`src/rtl/oflow_pe_sequencer.sv`:
```
// Frame sequencer for the optical-flow processing element.
// Each set of a frame runs feature extraction, then registration.
// A per-phase watchdog aborts a stalled frame and raises a sticky error.
//
// state   | meaning
// --------+--------------------------------------------------------
// IDLE    | waiting for start_frame
// FE_RUN  | feature extraction of set set_idx in progress
// REG_RUN | registration of set set_idx in progress
// DONE    | single cycle; done_pe high, then back to IDLE
module oflow_pe_sequencer #(
    parameter int SET_LEN        = 8,
    parameter int TIMEOUT_CYCLES = 1024
) (
    input  logic               clk,
    input  logic               reset_N,
    input  logic               start_frame,
    input  logic [SET_LEN-1:0] num_of_sets,
    input  logic               done_fe,
    input  logic               done_registration,
    input  logic               clear_err,
    output logic               start_fe,
    output logic               start_registration,
    output logic               done_pe,
    output logic [SET_LEN-1:0] set_idx,
    output logic               busy,
    output logic               timeout_err
);

    typedef enum logic [1:0] {
        IDLE    = 2'd0,
        FE_RUN  = 2'd1,
        REG_RUN = 2'd2,
        DONE    = 2'd3
    } state_t;

    localparam logic [15:0]        WDOG_LAST = 16'(TIMEOUT_CYCLES - 1);
    localparam logic [SET_LEN-1:0] IDX_ONE   = SET_LEN'(1);

    state_t             state, state_nxt;
    logic [SET_LEN-1:0] num_sets_q, num_sets_nxt;
    logic [SET_LEN-1:0] set_idx_nxt;
    logic [15:0]        wdog_cnt, wdog_nxt;
    logic               start_fe_nxt, start_reg_nxt, done_pe_nxt, timeout_err_nxt;
    logic               wdog_expired, last_set;

    assign wdog_expired = (wdog_cnt == WDOG_LAST);
    assign last_set     = (set_idx == (num_sets_q - IDX_ONE));
    assign busy         = (state != IDLE);

    // State, counters and registered output pulses
    always_ff @(posedge clk or negedge reset_N) begin
        if (!reset_N) begin
            state              <= IDLE;
            num_sets_q         <= '0;
            set_idx            <= '0;
            wdog_cnt           <= '0;
            start_fe           <= 1'b0;
            start_registration <= 1'b0;
            done_pe            <= 1'b0;
            timeout_err        <= 1'b0;
        end else begin
            state              <= state_nxt;
            num_sets_q         <= num_sets_nxt;
            set_idx            <= set_idx_nxt;
            wdog_cnt           <= wdog_nxt;
            start_fe           <= start_fe_nxt;
            start_registration <= start_reg_nxt;
            done_pe            <= done_pe_nxt;
            timeout_err        <= timeout_err_nxt;
        end
    end

    // Next-state, watchdog and pulse decode; a qualifying done beats expiry,
    // and a timeout beats clear_err
    always_comb begin
        state_nxt       = state;
        num_sets_nxt    = num_sets_q;
        set_idx_nxt     = set_idx;
        wdog_nxt        = '0;
        start_fe_nxt    = 1'b0;
        start_reg_nxt   = 1'b0;
        done_pe_nxt     = 1'b0;
        timeout_err_nxt = clear_err ? 1'b0 : timeout_err;

        unique case (state)
            IDLE: begin
                if (start_frame) begin
                    num_sets_nxt = num_of_sets;
                    set_idx_nxt  = '0;
                    if (num_of_sets != '0) begin
                        state_nxt    = FE_RUN;
                        start_fe_nxt = 1'b1;
                    end else begin
                        state_nxt   = DONE;
                        done_pe_nxt = 1'b1;
                    end
                end
            end
            FE_RUN: begin
                if (done_fe) begin
                    state_nxt     = REG_RUN;
                    start_reg_nxt = 1'b1;
                end else if (wdog_expired) begin
                    state_nxt       = IDLE;
                    timeout_err_nxt = 1'b1;
                end else begin
                    wdog_nxt = wdog_cnt + 16'd1;
                end
            end
            REG_RUN: begin
                if (done_registration) begin
                    if (last_set) begin
                        state_nxt   = DONE;
                        done_pe_nxt = 1'b1;
                    end else begin
                        state_nxt    = FE_RUN;
                        set_idx_nxt  = set_idx + IDX_ONE;
                        start_fe_nxt = 1'b1;
                    end
                end else if (wdog_expired) begin
                    state_nxt       = IDLE;
                    timeout_err_nxt = 1'b1;
                end else begin
                    wdog_nxt = wdog_cnt + 16'd1;
                end
            end
            DONE: begin
                state_nxt = IDLE;
            end
            default: begin
                state_nxt = IDLE;
            end
        endcase
    end

endmodule

```
`config.mk`:
```
export PLATFORM = sky130hd
export DESIGN_NAME = oflow_pe_sequencer
export DESIGN_NICKNAME = d
export VERILOG_FILES = /design/src/rtl/oflow_pe_sequencer.sv
export SDC_FILE = /design/constraint.sdc
export NUM_CORES = 1
export LEC_CHECK = 0
export CELL_PAD_IN_SITES_DETAIL_PLACEMENT = 0
export CELL_PAD_IN_SITES_GLOBAL_PLACEMENT = 2
export CORE_MARGIN = 4
export CORE_UTILIZATION = 30
export CTS_CLUSTER_DIAMETER = 30
export CTS_CLUSTER_SIZE = 12
export DETAILED_ROUTE_END_ITERATION = 12
export PLACE_DENSITY_LB_ADDON = 0.3
export SYNTH_ARGS = -nofsm -noshare
export SYNTH_HDL_FRONTEND = slang
export SYNTH_SLANG_ARGS = --single-unit
```
`constraint.sdc`:
```
create_clock -name clk -period 3.3 [get_ports clk]
set_input_delay 0.495 -clock clk [delete_from_list [all_inputs] [get_ports clk]]
set_output_delay 0.495 -clock clk [all_outputs]
set_load 0.01 [all_outputs]
```
# Yosys cells after proc, flatten, opt, wreduce, memory -nomap -nowiden

Cells that the tools add are included.
W data, S select, Z words.

Register bits after elaboration: 38
Bits of input ports: 14
Word-level logic and storage cells: 57

Add/sub/neg operators: 3
Equal/unequal tests: 8
Multiplexer cells: 32
Reduce and logical (&&, ||, !) cells: 6

Operators by type and width:

| kind                    | number |
|---|---|
| $mux W16                | 3 |
| $pmux W16 S2            | 1 |
| $mux W8                 | 3 |
| $add A16 B1 Y16 const B | 1 |
| $eq A16 B10 Y1 const B  | 1 |
| $pmux W8 S2             | 1 |
| $mux W1                 | 14 |
| $mux W2                 | 6 |
| $add A8 B1 Y8 const B   | 1 |
| $eq A8 B8 Y1            | 1 |
| $pmux W2 S4             | 1 |
| $reduce_bool A8 Y1      | 1 |
| $sub A8 B1 Y8 const B   | 1 |
| $ne A2 B2 Y1 const B    | 3 |
| $pmux W1 S2             | 3 |
| $eq A2 B2 Y1 const B    | 2 |
| $reduce_and A4 Y1       | 1 |
| $reduce_bool A2 Y1      | 2 |
| $eq A2 B1 Y1 const B    | 1 |
| $logic_not A2 Y1        | 1 |
| $reduce_and A2 Y1       | 1 |

# Longest topological paths before layout

Gate-level depths: netlist (run 1).

Depth after elaboration: 5
Mapped depth: 9
Depth with buffers taken out: 9

# Worst setup path after synthesis (run 1)

Ideal clock, no wire load.

Path type: register -> register
From: register num_sets_q[0]
To: register set_idx[0]
Path slack: 1.128 ns
Setup time: 0.125 ns
Required time: 3.175 ns
Arrival time: 2.047 ns
Cell stages (with the launch flop): 10
Period minus slack after synthesis: 2.172 ns
Cells stage by stage: dfrtp_1 inv_1 ha_1 inv_2 or3_1 o211ai_1 and4bb_4 nand3_4 and3_4 mux2_4

Cells in the longest elaborated chain, start to end: 4

Ends and longest elaborated chain:

| what                        | line | source |
|---|---|---|
| start, declared             | 41   | `logic [SET_LEN-1:0] num_sets_q, num_sets_nxt;` |
| start signal, assigned      | 64   | `num_sets_q <= num_sets_nxt;` |
| $sub A8 B1 Y8               | 48   | `assign last_set = (set_idx == (num_sets_q - IDX_ONE));` |
| $eq A8 B8 Y1                | 48   |  |
| $ne A2 B2 Y1 (no line)      | n/a  |  |
| $reduce_and A4 Y1 (no line) | n/a  |  |
| end signal, assigned        | 65   | `set_idx <= set_idx_nxt;` |
| end, declared               | 25   | `output logic [SET_LEN-1:0] set_idx,` |

No other way between the ends.
A chain may end at the register's enable or synchronous reset.

# Worst setup path after layout (run 1)

Same ends and word-level chain as after synthesis.

==> results of run 1 <==
[kinds of logic (layout without fill, tap and decap cells)]
| group | after synthesis | after routing | synth area share (%) |
|---|---|---|---|
| AO/OA/AOI/OAI | 34 | 34 | 10.1 |
| XOR/XNOR | 21 | 21 | 8.64 |
| adder cells (fa/ha/maj) | 6 | 6 | 3.53 |
| buffers and inverters | 15 | 45 | 2.94 |
| flip-flops | 38 | 38 | 44.7 |
| multiplexers | 12 | 12 | 6.29 |
| AND/OR/NAND/NOR | 94 | 94 | 23.9 |
[final timing paths]
path / slack, ps / to / start
worst min-delay path: 310 / done_pe$_DFF_PN0_ / reset_N
worst max-delay path: 940 / set_idx[0]$_DFFE_PN0P_ / num_sets_q[0]$_DFFE_PN0P_
worst min register to register: 480 / wdog_cnt[0]$_DFF_PN0_ / wdog_cnt[0]$_DFF_PN0_
min in group clk: 480 / wdog_cnt[0]$_DFF_PN0_ / wdog_cnt[0]$_DFF_PN0_
worst max register to register: 940 / set_idx[0]$_DFFE_PN0P_ / num_sets_q[0]$_DFFE_PN0P_
max in group asynchronous: 2450 / wdog_cnt[9]$_DFF_PN0_ / reset_N
[flip-flops by register name (all words and copies together) (netlist names)]
| name | flops |
|---|---|
| done_pe | 1 |
| wdog_cnt | 16 |
| num_sets_q | 8 |
| state | 2 |
| start_fe | 1 |
| timeout_err | 1 |
| start_registration | 1 |
| set_idx | 8 |
[synthesized netlist by cell type (4+ instances only)]
cell type  instances  share of area (%)
mux2_2             7                3.7
a21oi_1            7                1.6
xor2_1            13                5.3
ha_1               6                3.5
o21ai_0           12                2.8
inv_1             10                1.8
and3_1             6                1.8
nor2_1            22                3.9
nand4_1            5                1.5
dfrtp_1           38                 45
nand2_1           19                3.3
xnor2_1            8                3.3
nand3_1           10                2.4
mux2i_1            4                1.9
nor3_1             5                1.2
nand2b_1           4                1.2
[metal layers]
metal / up-vias / track usage (%)
met5: - / 0
met4: 0 / 4.46
met3: 5 / 2.79
met2: 24 / 21.2
met1: 780 / 15.9
li1: 830 / -
[cell type report]
| type | count | area (um^2) |
|---|---|---|
| clock buffer | 6 | 82.6 |
| tap | 96 | 120 |
| inverter | 11 | 41.3 |
| clock inverter | 2 | 12.5 |
| fill | 722 | 4250 |
| sequential | 38 | 951 |
| multi-input combinational | 167 | 1120 |
| timing repair buffer | 26 | 255 |
[power groups by stage]
stage          registers [uW]  clock network [uW]  logic (uW)
6_report                  682                 338         673
5_1_grt                   705                 372         767
4_1_cts                   685                 356         686
3_5_place_dp              691                   0         682
3_3_place_gp              695                   0         690
2_1_floorplan             657                   0         507
[worst register-to-register path, stage by stage, from the launching register on]
cell and delay, ps:
dfrtp_1 440, inv_1 90, ha_1 290, inv_2 60, or3_1 370, o211ai_1 90, and4bb_4 290, nand3_4 100
and3_4 230, mux2_4 290
[per-stage QoR]
stage          util (%)  hold slack (ps)  cell area [um^2]  instances
3_5_place_dp       36.4              470              2480        338
6_report           37.7              310              2580        346
2_1_floorplan         -              199              2130        220
4_1_cts            37.7              349              2580        346
5_1_grt            37.7              392              2580        346
3_3_place_gp       36.4              477              2480        338
==> metrics.txt, run 1 <==
fin crit share=71.4%; Hold-fix buffers, CTS=0; LEAKAGE=0.00108 uW; Netlist cell types=45; EDFF count, synth=0; Starting Density=31.2%; WP data required=3480 ps; ANT cells=0; Hold Path Class=input pin to asynchronous set/reset pin; dpl ws=977 ps; Sw Share=38.1%; post-cts resize count=0; vias in the first global route=1678; root buf cell=clkbuf_8; DR pass1 iterations=4; status=finished, final reports clean; Overflow after GRT=0; FP Rows=30; worst-path fanout max=6; initial antenna violation count=0; crit path max-delay cell type=dfrtp_1; Yosys warning total=0; Routed WL per cell=14.1 um; endpoints failing setup=0; CP bufs+invs=2; RSZ-0062 raised after global routing=false; Gate Count Post-Synth=220; setup TNS=0 ps; IO Pins=27; Max Freq=424 MHz; hpwl dp=3570 um; Pins Over Slew Limit=0; Clock transition at path regs=80 ps; syn_nets=240; WL met3=178 um; Die W=92.3 um; DRT Wirelength=4890 um; share of cells above drive strength 1=10.8%; clock share of power=19.9%; total track usage=12.6%; Slew headroom=42.2%; Worst path max stage delay=440 ps; CP Class=register to register; Core Region=6830 um^2; post-route setup slack=944 ps; Area Growth Syn to Fin=21.1%; total CTS buffers=5; via/cell ratio=4.74; CP Capture Type=register; IO Port Bufs=26; CTS Sinks=38; CP startpoint kind=register; combinational power share=39.8%; Seq cells post-synth=38; commonest non-fill, non-tap cells in the layout=38 x dfrtp_1, 25 x clkdlybuf4s50_1, 22 x nor2_1, 19 x nand2_1, 13 x xor2_1; Placer Congestion=0.720; first-pass GRT wire length=8300 um; H-Tree Depth=2; Min Clock Period, post-route=2360 ps; DR vias=1639; CP arrival=2530 ps; worst slew pin tran=867 ps; internal power=1050 uW; Final Power=1690 uW; pin count of the biggest net entering global routing=39; Max IR drop VDD=0.208 mV; reg2reg path depth=9; Die H=92.3 um; Post-Syn Area=2130 um^2; drt drc=0; Clock Path Buffers=2; top layer in use=met4; commonest non-fill, non-tap cell in the layout=dfrtp_1; crit-path cells=inv_1, ha_1, inv_2, or3_1, o211ai_1, and4bb_4, nand3_4, and3_4, mux2_4; critical path's top delay family=simple AND/OR/NAND/NOR gates; Crit path depth=9; WL met2=2440 um; M1 WL=2190 um; Final #Nets=269; Main synth FF type=dfrtp_1; post-CTS setup buffer count=0; share of synthesized registers carrying an async set or reset=100%; Post-DRT Antenna Nets=0; switching power=645 uW; Die Area=8510 um^2; Clock Skews=9.38 ps; Final Hold Fails=0; Flop pwr share=40.3%; TritonCTS clock tree=yes; Pwr per Cell Area=656 nW/um^2; Seq/Total Area, Yosys=44.7%; initial DRC count=68; clock latency on the worst-skew pair=290 ps; Mean Syn Cell Area=9.68 um^2; maxcap violations=0
Note: power is estimated with default switching activity, not from simulation.
==> run 2, diff against run 1 <==
==> constraint.sdc (replaced) <==
create_clock -name clk -period 1.9 [get_ports clk]
set_input_delay 0.285 -clock clk [delete_from_list [all_inputs] [get_ports clk]]
set_output_delay 0.285 -clock clk [all_outputs]
set_load 0.01 [all_outputs]
==> run 2 against run 1 <==
The flow now finishes with violations (negative setup slack). Flip-flop and latch count is the same. Via count up 12%. First-iteration DRC count grew 21%. Largest cell class unchanged. Design area increased by 14%. Largest power group is now combinational cells. Cell count up 12%. Clock skew is 1.5 ps higher.
==> metrics.txt, run 2 (synthesized netlist as in run 1, its figures left out) <==
FP Rows=30; M1 GR Usage=16.5%; WP data required=2080 ps; Clock transition at path regs=80 ps; Post-DRT Antenna Nets=0; Largest register FFs=16; IO Pins=27; CP Capture Type=register; commonest non-fill, non-tap cell in the layout=buf_4; Filler Cell Count=693; worst-path fanout max=4; Die W=92.3 um; CP startpoint kind=register; setup TNS=-500 ps; vias in the first global route=1862; Max Freq=493 MHz; Final Hold Fails=0; total track usage=13.6%; Placer Congestion=0.810; maxcap violations=0; Min Clock Period, post-route=2030 ps; Clock Skews=10.9 ps; FF-to-FF setup slack=-130 ps; LEAKAGE=0.00129 uW; Most Used Layer, Global Route=met2; total CTS buffers=5; DR pass1 iterations=5; Starting Density=31.2%; largest registers=wdog_cnt (16), num_sets_q (8), set_idx (8); hpwl dp=4130 um; TritonCTS clock tree=yes; CP arrival=2210 ps; initial DRC count=82; share of cells above drive strength 1=25.8%; Hold WS=451 ps; failing checks=negative setup slack; fin crit share=107%; Pwr per Cell Area=1150 nW/um^2; Die H=92.3 um; post-route setup slack=-130 ps; first-pass GRT wire length=9110 um; H-Tree Depth=2; pin count of the biggest net entering global routing=19; Most flops, register=wdog_cnt; CP Class=register to register; root buf cell=clkbuf_8; endpoints failing setup=9; DRT Wirelength=5310 um; Max IR drop VDD=0.336 mV; RR Startpoint=num_sets_q[1]$_DFFE_PN0P_; met2 Use GR=22.8%; commonest non-fill, non-tap cells in the layout=39 x buf_4, 38 x dfrtp_1, 24 x clkdlybuf4s50_1, 22 x nor2_1, 18 x nand2_1; via/cell ratio=4.73; Slew headroom=71.9%; status=complete, but fails checks; met3 Resource Use GR=4.35%; worst slew pin tran=421 ps; Clock Path Buffers=2; DR vias=1829; Die Area=8510 um^2; CTS Sinks=38; RR Endpoint=set_idx[0]$_DFFE_PN0P_; reg2reg path depth=9; initial antenna violation count=0; Core Region=6830 um^2; ANT cells=0; Overflow after GRT=0; RSZ-0062 raised after global routing=true; Pins Over Slew Limit=0; Area Growth Syn to Fin=38.4%; IO Port Bufs=26; Hold Path Class=input pin to asynchronous set/reset pin; Routed WL per cell=13.7 um; Final #Nets=310; drt drc=0; clock latency on the worst-skew pair=290 ps
run 2: changes by cell type in the layout (fill, tap and decap cells not counted), moves of 2 or more:
cell and change:
buf_4 +39, ha_1 -2, inv_1 -2, inv_2 +2
run 2: worst max-delay path, cell delays in order, from the launching register on:
cell      delay (ps)
dfrtp_1          410
inv_2             80
ha_4             160
inv_2             40
or3_1            310
o211ai_1          90
and4bb_4         300
nand3_4           70
and3_4           180
mux2_4           290
run 2: repair_timing:
action,4_1_cts,5_1_grt
hold endpoints to repair,16,0
setup endpoints to repair,10,11
resized for setup,7,3
cloned,0,0
hold buffers,1,0
pin swaps,3,3
buffers inserted,0,1
run 2: area by class of cell:
class / count / area, um^2 / share of cell area [%]
Multi-Input combinational cell: 167 / 1170 / 39.6
Sequential cell: 38 / 951 / 32.3
Timing Repair Buffer: 67 / 577 / 19.6
Tap cell: 96 / 120 / 4.07
Clock buffer: 7 / 86.3 / 2.93
Inverter: 11 / 41.3 / 1.40
Clock inverter: 1 / 5.00 / 0.170
run 2: report_power, final:
part	leakage, uW	internal (uW)	switching [uW]	total [uW]
clock network	0.0000482	293	286	579
registers	0.000508	968	181	1150
logic	0.000736	888	784	1670
total	0.00129	2150	1250	3400
run 2: worst max-delay path by stage:
stage / to / startpoint
floorplan: set_idx[0]$_DFFE_PN0P_ / num_sets_q[0]$_DFFE_PN0P_
finish: set_idx[0]$_DFFE_PN0P_ / num_sets_q[1]$_DFFE_PN0P_
global route: set_idx[0]$_DFFE_PN0P_ / num_sets_q[0]$_DFFE_PN0P_
global placement: set_idx[0]$_DFFE_PN0P_ / num_sets_q[1]$_DFFE_PN0P_
detailed placement: set_idx[3]$_DFFE_PN0P_ / num_sets_q[1]$_DFFE_PN0P_
CTS: set_idx[0]$_DFFE_PN0P_ / num_sets_q[1]$_DFFE_PN0P_
run 2: metrics by stage:
stage	worst slack (ps)	util [%]	instances	power (uW)	instance area, um^2
CTS	-118	42.8	386	3410	2920
floorplan	-92.6	-	220	2060	2140
global route	-202	43.2	387	3680	2950
finish	-130	43.2	387	3400	2950
detailed placement	-170	41.0	377	2780	2800
global placement	-90.2	41.0	377	2780	2800
run 2: metal layers:
| metal | routed length [um] | vias up |
|---|---|---|
| met5 | 0 | - |
| met4 | 118 | 0 |
| met3 | 220 | 9 |
| met2 | 2650 | 38 |
| met1 | 2320 | 868 |
| li1 | - | 914 |
==> run 3, diff against run 2 <==
--- a/config.mk
+++ b/config.mk
@@ -5,9 +5,9 @@
 export SDC_FILE = /design/constraint.sdc
 export NUM_CORES = 1
 export LEC_CHECK = 0
+export CAP_MARGIN = 20
 export CELL_PAD_IN_SITES_DETAIL_PLACEMENT = 0
 export CELL_PAD_IN_SITES_GLOBAL_PLACEMENT = 2
-export CORE_MARGIN = 4
 export CORE_UTILIZATION = 30
 export CTS_CLUSTER_DIAMETER = 30
 export CTS_CLUSTER_SIZE = 12
==> run 3 against run 2 <==
The flow still finishes with violations (negative setup slack). Setup slack got worse by 12 ps. Sequential power barely moved. Critical path depth is the same. Die area down 13%. Maximum frequency shrank 0.59%. Clock skew down 3.9 ps. Hold slack worse by 400 ps. Via count down 1.2%. First-iteration DRC count is 21% lower. Critical path type unchanged. Critical endpoint unchanged. Largest cell class unchanged. Largest power group unchanged. Highest routed layer unchanged.
==> metrics.txt, run 3 (synthesized netlist as in run 1, its figures left out) <==
reg2reg path depth=9; Largest register FFs=16; initial antenna violation count=0; Final Hold Fails=0; Post-DRT Antenna Nets=0; Routed WL per cell=13.6 um; Min Clock Period, post-route=2040 ps; DR vias=1807; Pins Over Slew Limit=0; ANT cells=0; Die H=86.3 um; Max IR drop VDD=0.435 mV; Clock Path Buffers=2; CP Class=register to register; maxcap violations=0; LEAKAGE=0.00129 uW; drt drc=0; first-pass GRT wire length=8830 um; IO Port Bufs=26; Area Growth Syn to Fin=39.3%; CP startpoint kind=register; worst-path fanout max=4; clock latency on the worst-skew pair=290 ps; Slew headroom=66.3%; RR Startpoint=num_sets_q[1]$_DFFE_PN0P_; filler-free cell count of the finished design=386; failing checks=negative setup slack; Hold Path Class=input pin to asynchronous set/reset pin; root buf cell=clkbuf_8; RR Endpoint=set_idx[0]$_DFFE_PN0P_; post-route setup slack=-143 ps; Pwr per Cell Area=1160 nW/um^2; FP Rows=30; endpoints failing setup=10; WP data required=2070 ps; H-Tree Depth=2; CP Capture Type=register; Clock Skews=7.02 ps; largest registers=wdog_cnt (16), num_sets_q (8), set_idx (8); Overflow after GRT=0; Most flops, register=wdog_cnt; Final #Nets=309; worst slew pin tran=506 ps; pin count of the biggest net entering global routing=39; total track usage=15.4%; RSZ-0062 raised after global routing=true; share of cells above drive strength 1=27.6%; CP arrival=2210 ps; initial DRC count=65; status=complete, but fails checks; hpwl dp=3900 um; Clock transition at path regs=80 ps; Max Freq=490 MHz; vias in the first global route=1833; FF-to-FF setup slack=-140 ps; via/cell ratio=4.68; Starting Density=31.2%; Die Area=7440 um^2; Core Region=6830 um^2; commonest non-fill, non-tap cells in the layout=38 x dfrtp_1, 38 x buf_4, 24 x clkdlybuf4s50_1, 22 x nor2_1, 18 x nand2_1; placed instance count=375; total CTS buffers=5; dpl ws=-214 ps; Placer Congestion=0.791; CTS Sinks=38; DR pass1 iterations=4; IO Pins=27; DRT Wirelength=5250 um; TritonCTS clock tree=yes; fin crit share=108%; Die W=86.3 um
==> run 3: final cells by class <==
class,instances,area (um^2)
fillers,706,3860
multi-input cells,167,1190
flip-flops and latches,38,951
repair buffers,66,571
well taps,96,120
clock buffers,7,86.3
inverters,11,41.3
clock inverters,1,5.00
==> run 3: worst max-delay path by stage <==
stage                        endpoint                      start  slack (ps)
2_1_floorplan  set_idx[0]$_DFFE_PN0P_  num_sets_q[0]$_DFFE_PN0P_         -90
6_report       set_idx[0]$_DFFE_PN0P_  num_sets_q[1]$_DFFE_PN0P_        -140
3_5_place_dp   set_idx[7]$_DFFE_PN0P_                start_frame        -210
4_1_cts        set_idx[0]$_DFFE_PN0P_  num_sets_q[1]$_DFFE_PN0P_        -130
3_3_place_gp   set_idx[7]$_DFFE_PN0P_                start_frame        -290
5_1_grt        set_idx[0]$_DFFE_PN0P_  num_sets_q[1]$_DFFE_PN0P_        -260
==> run 3: metal layers <==
| metal | GRT usage (%) | share of wire, % | vias to the layer above | wire [um] |
|---|---|---|---|---|
| met5 | 0 | 0 | - | 0 |
| li1 | - | - | 908 | - |
| met3 | 2.76 | 3.4 | 4 | 178 |
| met2 | 26.6 | 50 | 27 | 2650 |
| met4 | 3.64 | 0.55 | 0 | 29 |
| met1 | 20.2 | 46 | 868 | 2390 |
==> run 3: where the power goes <==
group | internal, uW | total, uW | switching (uW)
sequential | 968 | 1130 | 167
clock | 293 | 569 | 276
combinational | 925 | 1740 | 813
==> run 3: worst max-delay path, cell delays in order (launching register included) <==
cell      delay, ps
dfrtp_1         400
inv_2            90
ha_4            150
inv_2            30
or3_1           300
o211ai_1        110
and4bb_4        300
nand3_4          70
and3_4          180
mux2_4          290
==> run 3: per-stage QoR <==
step	hold slack [ps]	TNS (ps)	cell area, um^2	power, uW	util (%)
2_1_floorplan	-10.6	-92.6	2140	2060	-
3_3_place_gp	379	-652	2790	2800	40.8
3_5_place_dp	373	-893	2790	2810	40.8
4_1_cts	64.0	-562	2900	3410	42.5
5_1_grt	84.9	-2040	2970	3730	43.4
6_report	46.5	-602	2970	3440	43.4
==> run 3: what timing repair did <==
item / CTS / global route
gates resized for setup: 5 / 11
buffers inserted: 1 / 2
setup endpoints to repair: 12 / 18
hold buffers: 0 / 0
pin swaps: 4 / 7
==> RTL change: new RTL, flow settings as in run 2 <==
The 4 states of `state_t` get a one-hot encoding in 4 bits.
--- a/src/rtl/oflow_pe_sequencer.sv
+++ b/src/rtl/oflow_pe_sequencer.sv
@@ -28,9 +28,9 @@
 );
 
-    typedef enum logic [1:0] {
-        IDLE    = 2'd0,
-        FE_RUN  = 2'd1,
-        REG_RUN = 2'd2,
-        DONE    = 2'd3
+    typedef enum logic [3:0] {
+        IDLE    = 4'b0001,
+        FE_RUN  = 4'b0010,
+        REG_RUN = 4'b0100,
+        DONE    = 4'b1000
     } state_t;
 
Behaviour: same outputs for any inputs over 10 cycles, from zero or initial values and one cycle with reset_N low; not proved beyond that.
==> RTL change against run 2 <==
The run still ends with negative setup slack left; clock skew shrank 0.0014 ns; hold slack improved by 0.047 ns; via count fell by 6.5%; power decreased by 19%; final area fell by 3.4%; combinational power is 34% lower; worst setup slack worse by 0.31 ns; largest power group unchanged; sequential cell count rose by 2; routed wire length fell by 9.0%; sequential power decreased by 6%; die area decreased by 1.9%; critical endpoint is now set_idx[6]; area after synthesis down 2.1%; count of clock-buffer cells in the layout unchanged.
==> RTL change: results (changes against run 2) <==
| Metric | Value |
|---|---|
| Status | finished with violations |
| Failing checks | negative setup slack |
| Total GRT Usage | 12.53% (-1.1 points) |
| Final setup viols | 12 (+3) |
| Mux contribution to synthesized area | 1.921% (-4.4 points) |
| P_sw | 0.9406 mW (-25%) |
| LEAKAGE | 1.249 nW (-3.3%) |
| TNS Setup | -4.073 ns (-3.573 ns) |
| Worst-Margin Slew | 0.5714 ns (+0.1505 ns) |
| Crit path DAT | 2.56 ns (+0.35 ns) |
| HPWL Detailed | 3.535 mm (-14%) |
| Compound-Gate Fraction of Synth Area | 9.244% (-0.86 points) |
| Seq/Total Area, Yosys | 48.08% (+3.4 points) |
| GP Congestion | 0.7634 (-5.7%) |
| Flop pwr share | 38.9% (+5.1 points) |
| Placed cell area | 2651 µm² (-5.4%) |
| Post-route worst setup slack | -0.4365 ns (-0.3060 ns) |
| Logic power comb | 1.11 mW (-34%) |
| Router iterations before antenna repair | 4 (-1) |
| Post-layout nets | 295 (-4.8%) |
| Pwr Total | 2.769 mW (-19%) |
| Synth top area cells | dfrtp_1, nand2_1, nor2_1 |
| Post-route insts no fill | 359 (-7.2%) |
| Final wirelength | 4.831 mm (-9.0%) |
| Iteration-0 DRC Markers | 59 (-28%) |
RTL change: cell types whose count changed in the layout (fill, tap and decap cells not counted), moves of 5 or more:
cell	delta
nand3_1	+5
a21oi_1	-5
o21ai_0	-6
buf_4	-13
mux2_2	-6
nand2_1	+17
RTL change: cells by family after synthesis:
group | count (synthesis)
xor+xnor | 22
flops | 40
fa+ha+maj | 3
compound gates | 25
simple gates | 113
buf+inv | 12
mux | 4
RTL change: timing repair:
action / 4_1_cts / 5_1_grt
hold endpoints to repair: 39 / 0
setup buffers: 1 / 0
hold buffers: 1 / 0
resized for setup: 11 / 9
setup endpoints to repair: 13 / 12
pin swaps: 12 / 1
RTL change: layout make-up:
cell class | count | area (µm²)
clock buffers | 7 | 86.33
clock inverters | 1 | 7.507
fillers | 681 | 3908
inverters | 8 | 30.03
multi-input cells | 167 | 1121
flip-flops and latches | 40 | 1002
well taps | 80 | 100.1
repair buffers | 56 | 501.7
RTL change: final timing paths:
path	start	end	slack (ns)	cells after the start
min reg2reg	num_sets_q[7]	num_sets_q[7]	0.51	2
max	num_sets_q[0]	set_idx[6]	-0.44	6
max reg2reg	num_sets_q[0]	set_idx[6]	-0.44	6
max in group asynchronous	reset_N	state[0]	1.14	3
min	reset_N	timeout_err	0.50	3
min in group clk	num_sets_q[7]	num_sets_q[7]	0.51	2
RTL change: metal layers:
metal	share of wire, %	up-vias	track usage [%]
met4	0.99	0	3.015
met2	43	29	18.33
met3	4.0	5	3.231
met5	0	-	0
li1	-	883	-
met1	52	794	18.38
RTL change: worst max-delay path, stage by stage, from the launching register on:
cell and delay, ns:
dfrtp_1 0.39, or4_4 0.56, o21ai_4 0.16, a21oi_4 0.08, o41a_4 0.47, or4_4 0.49, a21oi_2 0.12
